$ cat src/rtl/seg_pkg.sv
// Shared 7-segment definitions used by both the display driver and the
// pattern decoder so the two ends of the path agree on one code table.
package seg_pkg;

  localparam logic [6:0] SEG_BLANK = 7'h7F;

  // Active-low patterns, bit6=a ... bit0=g, indexed by distance level
  localparam logic [6:0] SEG_CODE [0:7] = '{
    7'h01, 7'h4F, 7'h12, 7'h06, 7'h4C, 7'h24, 7'h20, 7'h0F
  };

  typedef enum logic {
    SETTLING = 1'b0,
    LOCKED   = 1'b1
  } seg_state_t;

  typedef struct packed {
    logic [2:0] level;
    logic       err;
  } seg_decode_t;

endpackage

$ cat src/rtl/seg_pattern_decoder_if.sv
// Event channel from the segment pattern decoder to its consumer:
// valid/ready handshake plus sticky overrun reporting and its clear.
interface seg_pattern_decoder_if;

  logic       out_valid;
  logic       out_ready;
  logic [2:0] out_level;
  logic       out_err;
  logic       overrun;
  logic       clr_overrun;

  modport master (
    output out_valid,
    output out_level,
    output out_err,
    output overrun,
    input  out_ready,
    input  clr_overrun
  );

  modport slave (
    input  out_valid,
    input  out_level,
    input  out_err,
    input  overrun,
    output out_ready,
    output clr_overrun
  );

endinterface

$ cat src/rtl/seg_pattern_lut.sv
// Combinational reverse lookup: active-low segment pattern to level.
// Any pattern outside the code table reports err with level forced to 0.
module seg_pattern_lut
  import seg_pkg::*;
(
  input  logic [6:0]  pattern,
  output seg_decode_t decode
);

  always_comb begin
    decode.level = 3'd0;
    decode.err   = 1'b1;
    for (int i = 0; i < 8; i++) begin
      if (pattern == SEG_CODE[i]) begin
        decode.level = 3'(i);
        decode.err   = 1'b0;
      end
    end
  end

endmodule

$ cat src/rtl/seg_pattern_decoder.sv
// Stability filter on the display segment bus; each newly settled pattern
// is decoded to a level and offered to a consumer through one holding register.
module seg_pattern_decoder
  import seg_pkg::*;
#(
  parameter int STABLE_CYCLES = 4,
  parameter int CNT_W         = 8
) (
  input  logic                  clk,
  input  logic                  rst,
  input  logic [6:0]            seg_in,
  input  logic                  sample_en,
  seg_pattern_decoder_if.master evt
);

  localparam logic [CNT_W-1:0] CNT_MAX = CNT_W'(STABLE_CYCLES);

  logic [6:0]       cand;
  logic [6:0]       committed;
  logic [CNT_W-1:0] cnt;
  logic [CNT_W-1:0] cnt_next;
  seg_state_t       state;
  seg_decode_t      hold;
  seg_decode_t      seg_decode;
  logic             valid_q;
  logic             overrun_q;
  logic             match;
  logic             lock_edge;
  logic             new_event;
  logic             accept;

  seg_pattern_lut u_lut (
    .pattern (seg_in),
    .decode  (seg_decode)
  );

  // A mismatch while LOCKED counts as a fresh lock edge too, which only
  // matters when STABLE_CYCLES=1 and the counter never leaves the maximum.
  always_comb begin
    match     = (seg_in == cand);
    cnt_next  = CNT_W'(1);
    if (match) begin
      cnt_next = (cnt >= CNT_MAX) ? CNT_MAX : cnt + 1'b1;
    end
    lock_edge = sample_en && (cnt_next == CNT_MAX) &&
                ((state == SETTLING) || !match);
    new_event = lock_edge && (seg_in != committed);
    accept    = valid_q && evt.out_ready;
  end

  always_ff @(posedge clk or posedge rst) begin
    if (rst) begin
      cand      <= SEG_BLANK;
      cnt       <= '0;
      committed <= SEG_BLANK;
      state     <= SETTLING;
    end else if (sample_en) begin
      cand  <= seg_in;
      cnt   <= cnt_next;
      state <= (cnt_next == CNT_MAX) ? LOCKED : SETTLING;
      if (new_event) begin
        committed <= seg_in;
      end
    end
  end

  // A new event always wins over acceptance, so out_valid stays high when both coincide
  always_ff @(posedge clk or posedge rst) begin
    if (rst) begin
      hold      <= '0;
      valid_q   <= 1'b0;
      overrun_q <= 1'b0;
    end else begin
      if (new_event) begin
        hold    <= seg_decode;
        valid_q <= 1'b1;
      end else if (accept) begin
        valid_q <= 1'b0;
      end

      if (new_event && valid_q && !evt.out_ready) begin
        overrun_q <= 1'b1;
      end else if (evt.clr_overrun) begin
        overrun_q <= 1'b0;
      end
    end
  end

  assign evt.out_valid = valid_q;
  assign evt.out_level = hold.level;
  assign evt.out_err   = hold.err;
  assign evt.overrun   = overrun_q;

endmodule
$ cat src/flat_wrapper.sv
// flat-port wrapper written by rule: the top's interface ports become plain ports
module seg_pattern_decoder_flat import seg_pkg::*;
#(
  parameter int STABLE_CYCLES = 4,
  parameter int CNT_W         = 8
)
  (clk, rst, seg_in, sample_en, evt_out_valid, evt_out_level, evt_out_err, evt_overrun, evt_out_ready, evt_clr_overrun);
  seg_pattern_decoder_if evt_i ();
  input  logic clk;
  input  logic rst;
  input  logic [6:0] seg_in;
  input  logic sample_en;
  output wire logic [$bits(evt_i.out_valid)-1:0] evt_out_valid;
  output wire logic [$bits(evt_i.out_level)-1:0] evt_out_level;
  output wire logic [$bits(evt_i.out_err)-1:0] evt_out_err;
  output wire logic [$bits(evt_i.overrun)-1:0] evt_overrun;
  input wire logic [$bits(evt_i.out_ready)-1:0] evt_out_ready;
  input wire logic [$bits(evt_i.clr_overrun)-1:0] evt_clr_overrun;
  assign evt_out_valid = evt_i.out_valid;
  assign evt_out_level = evt_i.out_level;
  assign evt_out_err = evt_i.out_err;
  assign evt_overrun = evt_i.overrun;
  assign evt_i.out_ready = evt_out_ready;
  assign evt_i.clr_overrun = evt_clr_overrun;
  seg_pattern_decoder #(.STABLE_CYCLES(STABLE_CYCLES), .CNT_W(CNT_W)) u_core (.clk(clk), .rst(rst), .seg_in(seg_in), .sample_en(sample_en), .evt(evt_i));
endmodule
$ cat config.mk
export PLATFORM = sky130hd
export DESIGN_NAME = seg_pattern_decoder_flat
export DESIGN_NICKNAME = d
export VERILOG_FILES = /design/src/rtl/seg_pkg.sv /design/src/rtl/seg_pattern_decoder_if.sv /design/src/rtl/seg_pattern_lut.sv /design/src/rtl/seg_pattern_decoder.sv /design/src/flat_wrapper.sv
export SDC_FILE = /design/constraint.sdc
export NUM_CORES = 1
export LEC_CHECK = 0
export BUFFER_PORTS_ARGS = -buffer_cell sky130_fd_sc_hd__buf_2
export CAP_MARGIN = 5
export CORE_ASPECT_RATIO = 1.4
export CORE_MARGIN = 8
export CORE_UTILIZATION = 48
export CTS_CLUSTER_SIZE = 16
export DETAILED_ROUTE_END_ITERATION = 8
export GPL_TIMING_DRIVEN = 0
export PLACE_DENSITY_LB_ADDON = 0.15
export REMOVE_ABC_BUFFERS = 1
export SLEW_MARGIN = 20
export SYNTH_ARGS = -nofsm -noshare
export SYNTH_HDL_FRONTEND = slang
export SYNTH_SLANG_ARGS = --single-unit
$ cat constraint.sdc
create_clock -name clk -period 2.7 [get_ports clk]
set_clock_uncertainty 0.1 [all_clocks]
set_input_delay 0.54 -clock clk [delete_from_list [all_inputs] [get_ports clk]]
set_output_delay 0.54 -clock clk [all_outputs]
set_load 0.02 [all_outputs]
==> impl_metrics.json, run 1 <==
{
  "drcViolationCount": 0,
  "routabilityCongestion": 0.703,
  "die-width_um": 64.6,
  "ctsHoldBuffers": 0,
  "rrSetupSlack_ps": 550,
  "synth.distinct_cells": 37,
  "grt_max_degree": 30,
  "required_ps": 2770,
  "clock.fmax_mhz": 465,
  "r2r_cells": 5,
  "area_growth_pct": 9.55,
  "cts_buffers": 5,
  "synth_area_leaders": "dfrtp_1 24%, dfstp_2 23%, mux2_4 7.6%",
  "dr_total_vias": 1003,
  "crit_path_end_kind": "flop",
  "crit_end": "u_core.evt.out_level[0]$_DFFE_PP0N_",
  "crit_arrival_ps": 2220,
  "portBuffers": 17,
  "routed_via_density": 5.36,
  "synthTopCellsByCount": "15 x dfrtp_1, 14 x dfstp_2, 10 x mux2_2",
  "die_height_um": 84.0,
  "synth_largest_area_cell": "dfrtp_1",
  "synthesis.area_mm2": 0.00159,
  "grt_overflow": 0,
  "grt_pass1_vias": 1106,
  "grt_usage_pct": 11.6,
  "synth_top_area_share_pct": 23.7,
  "post_cts_resized": 0,
  "first_pass_iters": 4,
  "insertion_delay_ps": 270,
  "reg2reg_from": "u_core.cand[5]$_DFFE_PP1P_",
  "critical_path.startpoint": "u_core.cand[5]$_DFFE_PP1P_",
  "syn_area_per_cell_um2": 11.9,
  "startpoint_type": "flop",
  "cellPowerDensity_mw_per_mm2": 543,
  "dieArea_mm2": 0.00542,
  "synth_cells": 133,
  "setup_violations": 0,
  "start_util_pct": 50.8,
  "antenna_found_initial": 0,
  "slew_headroom_pct": 59.9,
  "cap_viol_max_count": 0,
  "grt_setup_unrepaired": "no",
  "num_antenna_cells": 0,
  "outcome": "completed",
  "design_area_mm2": 0.00174,
  "core-area_mm2": 0.00312,
  "path_clk_slew_ps": 70,
  "ant_nets": 0,
  "synth_edf_count": 0,
  "tns_ps": 0,
  "wl_per_cell_um": 15.5,
  "hold_viol_final": 0,
  "htreeDepth": 2,
  "cts.path.max_buffers": 2,
  "reg2reg_to": "u_core.evt.out_level[0]$_DFFE_PP0N_",
  "holdCritPathClass": "in2async",
  "drt-total-wl_um": 2900,
  "yosys_warnings": 0,
  "num_rows": 24,
  "drtIter0Drc": 26,
  "synth.ff_latch_count": 29,
  "timing.final.crit_share_pct": 79.6,
  "finalCriticalPeriod_ps": 2150,
  "nNetsFinal": 161,
  "clock-sinks": 29,
  "ys_seq_area_share_pct": 46.9,
  "cp_max_fo": 12,
  "crit_type": "reg2reg",
  "root_buffer": "clkbuf_8",
  "drv_slew": 0,
  "ir_drop_mv": 0.350,
  "post_cts_buffers": 0,
  "async_reset_ff_share_pct": 100,
  "p_leak_nw": 0.778,
  "placed_area_mm2": 0.00164,
  "synth_ff_type": "dfrtp_1",
  "cts_tree": "yes",
  "yosysMostFrequentCell": "dfrtp_1",
  "grt_pass1_wl_um": 4950,
  "hpwl_um": 2040,
  "tightestPinTransition_ps": 601,
  "num_io_pins": 18,
  "drive_gt1_share_pct": 42.6
}
==> cell type report <==
cell class,count,area (µm²)
timing repair buffer,17,85.1
clock buffer,7,96.3
inverter,7,26.3
fill,284,1390
tap,39,48.8
multi-input combinational,87,732
sequential,29,743
clock inverter,1,5.00
==> layer usage <==
| layer | track usage (%) | up-vias | part of all wire [%] |
|---|---|---|---|
| met1 | 11.9 | 496 | 43 |
| li1 | - | 486 | - |
| met4 | 5.58 | 0 | 1.4 |
| met3 | 5.65 | 4 | 3.8 |
| met2 | 19.1 | 17 | 52 |
| met5 | 0 | - | 0 |
==> flip-flops by register name, summed over array words and instances, names as in the netlist <==
name                  count
u_core.cnt                8
u_core.cand               7
u_core.committed          7
u_core.evt.out_level      3
u_core.evt.out_err        1
u_core.evt.out_valid      1
u_core.evt.overrun        1
u_core.state              1
==> power by group <==
group          switching, mW  leakage [nW]  internal (mW)  total [mW]
Sequential           0.00760         0.350          0.455       0.463
Clock                  0.162        0.0542          0.230       0.392
Combinational         0.0517         0.374         0.0367      0.0884
Total                  0.221         0.778          0.722       0.943
==> layout by cell type, fill, tap and decap left out, types with 2 or more instances in the layout <==
cell,n
nor2b_1,7
nand4_1,3
nor4_1,2
dfrtp_1,15
mux2_2,10
xor2_1,8
o21ai_0,4
dfstp_2,14
nand2_1,2
nand3_1,6
nor3b_1,2
nor3_1,2
ha_1,2
clkbuf_8,7
xnor2_1,8
mux2_4,8
buf_2,17
inv_1,6
nor2_1,6
o211ai_1,2
==> critical path, cell delays in order, from the launching register on <==
cell and delay, ps:
dfstp_2 540, xnor2_1 120, nand4_1 150, nor4_4 330, and4_4 440, mux2_2 360
==> stage by stage <==
stage	hold WS, ps	setup WS [ps]	power (mW)	std cells	utilization, %
floorplan	365	678	0.522	123	-
global placement	375	274	0.555	179	52.4
detailed placement	387	240	0.559	179	52.4
CTS	406	517	0.960	187	55.6
global route	268	435	0.986	187	55.6
finish	232	551	0.943	187	55.6
==> cell families after synthesis <==
| group | synth area share, % |
|---|---|
| and+or+nand+nor | 14.8 |
| DFF | 46.9 |
| buffers and inverters | 6.95 |
| AOI/OAI and AO/OA | 6.31 |
| muxes | 14.7 |
| xor gates and xnor gates | 8.84 |
| adders and majority gates | 1.58 |
==> worst min-delay path by stage <==
stage / to / slack [ps]
2_1_floorplan: u_core.cnt[3]$_DFFE_PP0P_ / 370
3_3_place_gp: u_core.evt.overrun$_DFFE_PP0P_ / 370
3_5_place_dp: u_core.evt.overrun$_DFFE_PP0P_ / 390
4_1_cts: u_core.evt.overrun$_DFFE_PP0P_ / 410
5_1_grt: u_core.cnt[2]$_DFFE_PP0P_ / 270
6_report: u_core.cnt[2]$_DFFE_PP0P_ / 230
No activity file was read; power rests on OpenSTA's default activity.
==> run 2: changes to the inputs <==
clock period = 2 ns   (was 2.7 ns; I/O delays follow)
==> run 2 against run 1 <==
Hold slack got worse by 140 ps. Wire length is 4.9% higher. Cell count is 2.1% higher. Critical path depth unchanged. Die area stayed put. Combinational power up 43%. Sequential power grew 35%. Register-to-register slack got worse by 490 ps. First-iteration DRC count increased by 19%. Sequential cell count is the same. Critical endpoint is now u_core.evt.out_err$_DFFE_PP0N_.
==> impl_metrics.json, run 2 (synthesized netlist as in run 1, its figures left out) <==
{
  "outcome": "completed",
  "die-width_um": 64.6,
  "power.share.clock_pct": 41.3,
  "seq_power_share_pct": 48.8,
  "cp_slowest_stage_delay_ps": 550,
  "drive_gt1_share_pct": 46.1,
  "holdCritPathClass": "in2async",
  "ir_drop_mv": 0.462,
  "layout_commonest_cell": "buf_2",
  "p_comb_share_pct": 9.8,
  "regMostFlops": "u_core.cnt",
  "ctsHoldBuffers": 0,
  "routed_via_density": 5.40,
  "largest_reg_flops": 8,
  "num_rows": 24,
  "cts_tree": "yes",
  "nNetsFinal": 165,
  "slowest_stage": "dfstp_2",
  "timing.final.crit_share_pct": 97.0,
  "hpwl_um": 2040,
  "crit_buf_inv": 0,
  "tns_ps": 0,
  "grtUsageMet3_pct": 5.91,
  "drt-total-wl_um": 3040,
  "reg_top3": "u_core.cnt: 8 flops, u_core.cand: 7 flops, u_core.committed: 7 flops",
  "grt_overflow": 0,
  "grt_pass1_wl_um": 5210,
  "met1_usage_pct": 12.6,
  "grt_pass1_vias": 1159,
  "grt_max_degree": 30,
  "num_io_pins": 18,
  "routabilityCongestion": 0.703,
  "dieArea_mm2": 0.00542,
  "core-area_mm2": 0.00312,
  "p_leak_nw": 0.810,
  "layout_common_cells": "17 x buf_2, 15 x dfrtp_1, 14 x dfstp_2",
  "crit_family": "simple AND/OR/NAND/NOR gates",
  "drv_slew": 0,
  "p_int_uw": 979,
  "clock.fmax_mhz": 515,
  "clock-sinks": 29,
  "drtIter0Drc": 31,
  "worst_slack_ps": 59.0,
  "wl_per_cell_um": 15.9,
  "grt_usage_pct": 12.2,
  "cts.path.max_buffers": 2,
  "ant_nets": 0,
  "insertion_delay_ps": 280,
  "root_buffer": "clkbuf_8",
  "htreeDepth": 2,
  "grt_setup_unrepaired": "yes",
  "start_util_pct": 50.8,
  "dr_total_vias": 1032,
  "top_usage_layer": "met2",
  "startpoint_type": "flop",
  "first_pass_iters": 4,
  "num_antenna_cells": 0,
  "crit_arrival_ps": 2000,
  "sw_frac_of_total_pct": 23.6,
  "setup_violations": 0,
  "crit_path_end_kind": "flop",
  "cts_buffers": 5,
  "path_clk_slew_ps": 60,
  "portBuffers": 17,
  "finalCriticalPeriod_ps": 1940,
  "die_height_um": 84.0,
  "cap_viol_max_count": 0,
  "slew_headroom_pct": 59.8,
  "tightestPinTransition_ps": 602,
  "grt_util_met2_pct": 20.0,
  "required_ps": 2060,
  "drcViolationCount": 0,
  "cp_max_fo": 6,
  "antenna_found_initial": 0,
  "switchingPower_uw": 303,
  "hold_viol_final": 0,
  "cellPowerDensity_mw_per_mm2": 715,
  "place_ws_ps": -320,
  "worstPathCellList": "xnor2_2, nand4_1, nor4_4, and4_4, mux2_4",
  "area_growth_pct": 13.0,
  "crit_type": "reg2reg"
}
run 2: changes by cell type in the layout (fill, tap and decap cells not counted):
| cell | change |
|---|---|
| and4_4 | +1 |
| buf_4 | +3 |
| mux2_2 | -1 |
| mux2_4 | +1 |
| nand2_1 | -1 |
| nand2_2 | +1 |
| xnor2_1 | -2 |
| xnor2_2 | +2 |
run 2: power by group through the flow:
| stage | combinational, mW | clock [mW] | sequential (mW) |
|---|---|---|---|
| 2_1_floorplan | 0.0727 | 0 | 0.632 |
| 3_3_place_gp | 0.116 | 0 | 0.633 |
| 3_5_place_dp | 0.120 | 0 | 0.634 |
| 4_1_cts | 0.124 | 0.551 | 0.625 |
| 5_1_grt | 0.139 | 0.573 | 0.628 |
| 6_report | 0.126 | 0.530 | 0.626 |
run 2: worst paths after layout:
path	start	to	slack (ps)	cells after the start
worst max register to register	u_core.cand[5]$_DFFE_PP1P_	u_core.evt.out_err$_DFFE_PP0N_	60	5
max in group asynchronous	rst	u_core.evt.out_err$_DFFE_PP0N_	1320	2
min in group clk	evt_clr_overrun	u_core.evt.overrun$_DFFE_PP0P_	290	3
worst min-delay path	rst	u_core.cnt[2]$_DFFE_PP0P_	90	2
worst min register to register	u_core.evt.overrun$_DFFE_PP0P_	u_core.evt.overrun$_DFFE_PP0P_	400	1
worst max-delay path	u_core.cand[5]$_DFFE_PP1P_	u_core.evt.out_err$_DFFE_PP0N_	60	5
run 2: what timing repair did:
action / CTS / global route
resized for setup: 2 / 3
setup endpoints to repair: 10 / 12
buffers inserted: 3 / 0
gates cloned: 1 / 0
pin swaps: 5 / 4
run 2: area by class of cell:
type / count / area, µm²
clock buffers: 7 / 96.3
flip-flops and latches: 29 / 743
inverters: 7 / 26.3
clock inverters: 1 / 5.00
fillers: 271 / 1330
multi-input cells: 88 / 764
well taps: 39 / 48.8
repair buffers: 20 / 108
run 2: through the flow:
step | hold slack (ps) | total power [mW] | utilization (%) | area [µm²] | instances
2_1_floorplan | 365 | 0.705 | - | 1500 | 123
3_3_place_gp | 375 | 0.750 | 52.4 | 1640 | 179
3_5_place_dp | 387 | 0.755 | 52.4 | 1640 | 179
4_1_cts | 281 | 1.30 | 57.0 | 1780 | 191
5_1_grt | 128 | 1.34 | 57.4 | 1790 | 191
6_report | 90.6 | 1.28 | 57.4 | 1790 | 191
run 2: worst register-to-register path, stage by stage (launching register included):
cell	delay, ps
dfstp_2	550
xnor2_2	110
nand4_1	150
nor4_4	240
and4_4	360
mux2_4	320
run 2: routing by layer:
layer | part of all wire (%) | wire length, µm
met2 | 53 | 1600
met3 | 3.5 | 106
met5 | 0 | 0
met4 | 1.3 | 40
met1 | 42 | 1290
==> run 3: changes to the inputs <==
CORE_UTILIZATION = 45   (was 48)
PLACE_DENSITY_LB_ADDON = 0.12   (was 0.15)
SYNTH_HIERARCHICAL = 1   (was not set)
==> run 3 against run 2 <==
Area after synthesis decreased by 0.16%. Hold slack barely moved. Register-to-register slack worse by 30 ps. Sequential cell count stayed put. Final area grew 1.7%. Die area rose by 5.1%. Wire length is 3.1% lower. Maximum frequency is 1.4% lower. Critical path type unchanged. Largest power group unchanged.
==> impl_metrics.json, run 3 <==
{
  "cts.path.max_buffers": 2,
  "synthTopCellsByCount": "15 x dfrtp_1, 14 x dfstp_2, 10 x mux2_2",
  "cp_max_fo": 5,
  "start_util_pct": 46.9,
  "hpwl_um": 2030,
  "startpoint_type": "flop",
  "place_ws_ps": -444,
  "synth_top_area_share_pct": 23.7,
  "synth.ff_latch_count": 29,
  "ant_nets": 0,
  "crit_path_end_kind": "flop",
  "ctsHoldBuffers": 0,
  "cts_tree": "yes",
  "cellPowerDensity_mw_per_mm2": 662,
  "reg2reg_from": "u_core/cand[4]$_DFFE_PP1P_",
  "cts_buffers": 5,
  "insertion_delay_ps": 270,
  "synthesis.area_mm2": 0.00158,
  "drcViolationCount": 0,
  "synthSimpleGateAreaFrac_pct": 14.0,
  "reg2reg_to": "u_core/evt.out_level[0]$_DFFE_PP0N_",
  "drv_slew": 0,
  "grt_usage_pct": 11.6,
  "yosys_warnings": 6,
  "synth_area_leaders": "dfrtp_1 24%, dfstp_2 23%, mux2_4 7.6%",
  "reg_top3": "u_core/cnt: 8 flops, u_core/cand: 7 flops, u_core/committed: 7 flops",
  "antenna_found_initial": 0,
  "synth_largest_area_cell": "dfrtp_1",
  "synth_top_family_by_area": "multiplexers",
  "grt_setup_unrepaired": "yes",
  "outcome": "completed",
  "grt_max_degree": 30,
  "async_reset_ff_share_pct": 100,
  "timing.final.crit_share_pct": 98.4,
  "synth_edf_count": 0,
  "synth.distinct_cells": 40,
  "final_cells": 194,
  "num_antenna_cells": 0,
  "routed_via_density": 5.26,
  "muxShareOfSynthArea_pct": 14.7,
  "layout_common_cells": "17 x buf_2, 15 x dfrtp_1, 14 x dfstp_2",
  "path_clk_slew_ps": 60,
  "routabilityCongestion": 0.730,
  "largest_reg_flops": 8,
  "htreeDepth": 2,
  "drive_gt1_share_pct": 47.4,
  "nNetsFinal": 167,
  "first_pass_iters": 4,
  "core-area_mm2": 0.00338,
  "ir_drop_mv": 0.453,
  "regMostFlops": "u_core/cnt",
  "tightestPinTransition_ps": 601,
  "crit_arrival_ps": 2020,
  "slew_headroom_pct": 59.9,
  "worst_slack_ps": 32.4,
  "grt_pass1_wl_um": 5150,
  "drtIter0Drc": 35,
  "synth_xor_area_share_pct": 8.85,
  "dieArea_mm2": 0.00570,
  "cap_viol_max_count": 0,
  "multi_input_area_um2": 781,
  "num_rows": 25,
  "grt_overflow": 0,
  "synth-compound-area-share_pct": 9.25,
  "finalCriticalPeriod_ps": 1970,
  "synthAdderAreaFrac_pct": 1.58,
  "clock.fmax_mhz": 508,
  "ys_seq_area_share_pct": 47.0,
  "fillers": 298,
  "layout_commonest_cell": "buf_2",
  "root_buffer": "clkbuf_8",
  "synth_ff_type": "dfrtp_1",
  "syn_area_per_cell_um2": 12.3,
  "rrSetupSlack_ps": 30,
  "r2r_cells": 6,
  "fin_hold_ws_ps": 90.7,
  "drt-total-wl_um": 2950,
  "final_core_util_pct": 53.9,
  "hold_viol_final": 0,
  "wl_per_cell_um": 15.2,
  "yosysMostFrequentCell": "dfrtp_1",
  "p_leak_nw": 0.804,
  "portBuffers": 17,
  "holdCritPathClass": "in2async",
  "crit_type": "reg2reg",
  "required_ps": 2060,
  "placed_cells": 181,
  "setup_violations": 0,
  "clock-sinks": 29,
  "grt_pass1_vias": 1046,
  "die_height_um": 86.2,
  "register_area_um2": 743,
  "synth_cells": 129,
  "area_growth_pct": 15.1,
  "dr_total_vias": 1021,
  "die-width_um": 66.1,
  "num_io_pins": 18
}
==> run 3: changes by cell type after synthesis, sizes merged, moves of 2 or more <==
cell    change
nand3       -3
or2         +2
buf         -3
clkbuf      -2
==> run 3: logic make-up (layout without fill, tap and decap cells) <==
kind of cell	after synthesis	in the layout
muxes	18	18
buffers and inverters	13	38
DFF	29	29
AOI/OAI and AO/OA	16	16
adders and majority gates	2	2
and+or+nand+nor	35	35
xor gates and xnor gates	16	16
==> run 3: cell type report <==
cell class	count	area share, %
clock buffers	6	3.98
clock inverters	2	0.549
inverters	8	1.65
multi-input cells	87	42.9
flip-flops and latches	29	40.8
well taps	40	2.75
repair buffers	22	7.42
==> run 3: per-stage QoR <==
step	setup TNS [ps]	instance area, µm²	power, mW
after floorplan	-544	1540	0.711
after global placement	-4150	1670	0.757
after detailed placement	-4190	1670	0.762
after CTS	0	1810	1.23
after global routing	-332	1820	1.27
final	0	1820	1.21
==> run 3: power breakdown <==
group          internal [mW]  switching (mW)
combinational         0.0568          0.0754
sequential             0.615          0.0115
clock                  0.240           0.207
total                  0.912           0.294
==> run 3: worst max path at each step <==
stage | from | end | slack, ps | depth (start not counted)
global placement | seg_in[4] | u_core/evt.out_level[2]$_DFFE_PP0N_ | -430 | 6
CTS | u_core/cand[2]$_DFFE_PP1P_ | u_core/committed[5]$_DFFE_PP1P_ | 20 | 6
global route | u_core/cand[4]$_DFFE_PP1P_ | u_core/committed[5]$_DFFE_PP1P_ | -60 | 6
floorplan | u_core/cand[2]$_DFFE_PP1P_ | u_core/evt.out_err$_DFFE_PP0N_ | -110 | 5
detailed placement | seg_in[4] | u_core/evt.out_level[2]$_DFFE_PP0N_ | -440 | 6
finish | u_core/cand[4]$_DFFE_PP1P_ | u_core/evt.out_level[0]$_DFFE_PP0N_ | 30 | 6
==> run 3: routing by layer <==
layer | vias up | GRT usage (%) | wire length (µm)
met4 | 0 | 4.68 | 19
met5 | - | 0 | 0
met2 | 16 | 18.1 | 1510
met3 | 2 | 4.26 | 90
met1 | 504 | 14.1 | 1330
li1 | 499 | - | -
==> run 3: worst max-delay path: stages, from the launching register on <==
cell	delay, ps
dfstp_2	550
xnor2_2	100
nand4_1	160
nor4_4	200
and4_4	320
buf_12	130
mux2_4	290
==> run 3: what timing repair did <==
| item | in CTS | in global routing |
|---|---|---|
| pin swaps | 2 | 1 |
| setup endpoints to repair | 12 | 10 |
| resized for setup | 1 | 2 |
| setup buffers | 5 | 0 |
| endpoints found under the hold margin | 0 | 0 |
| cloned | 0 | 0 |
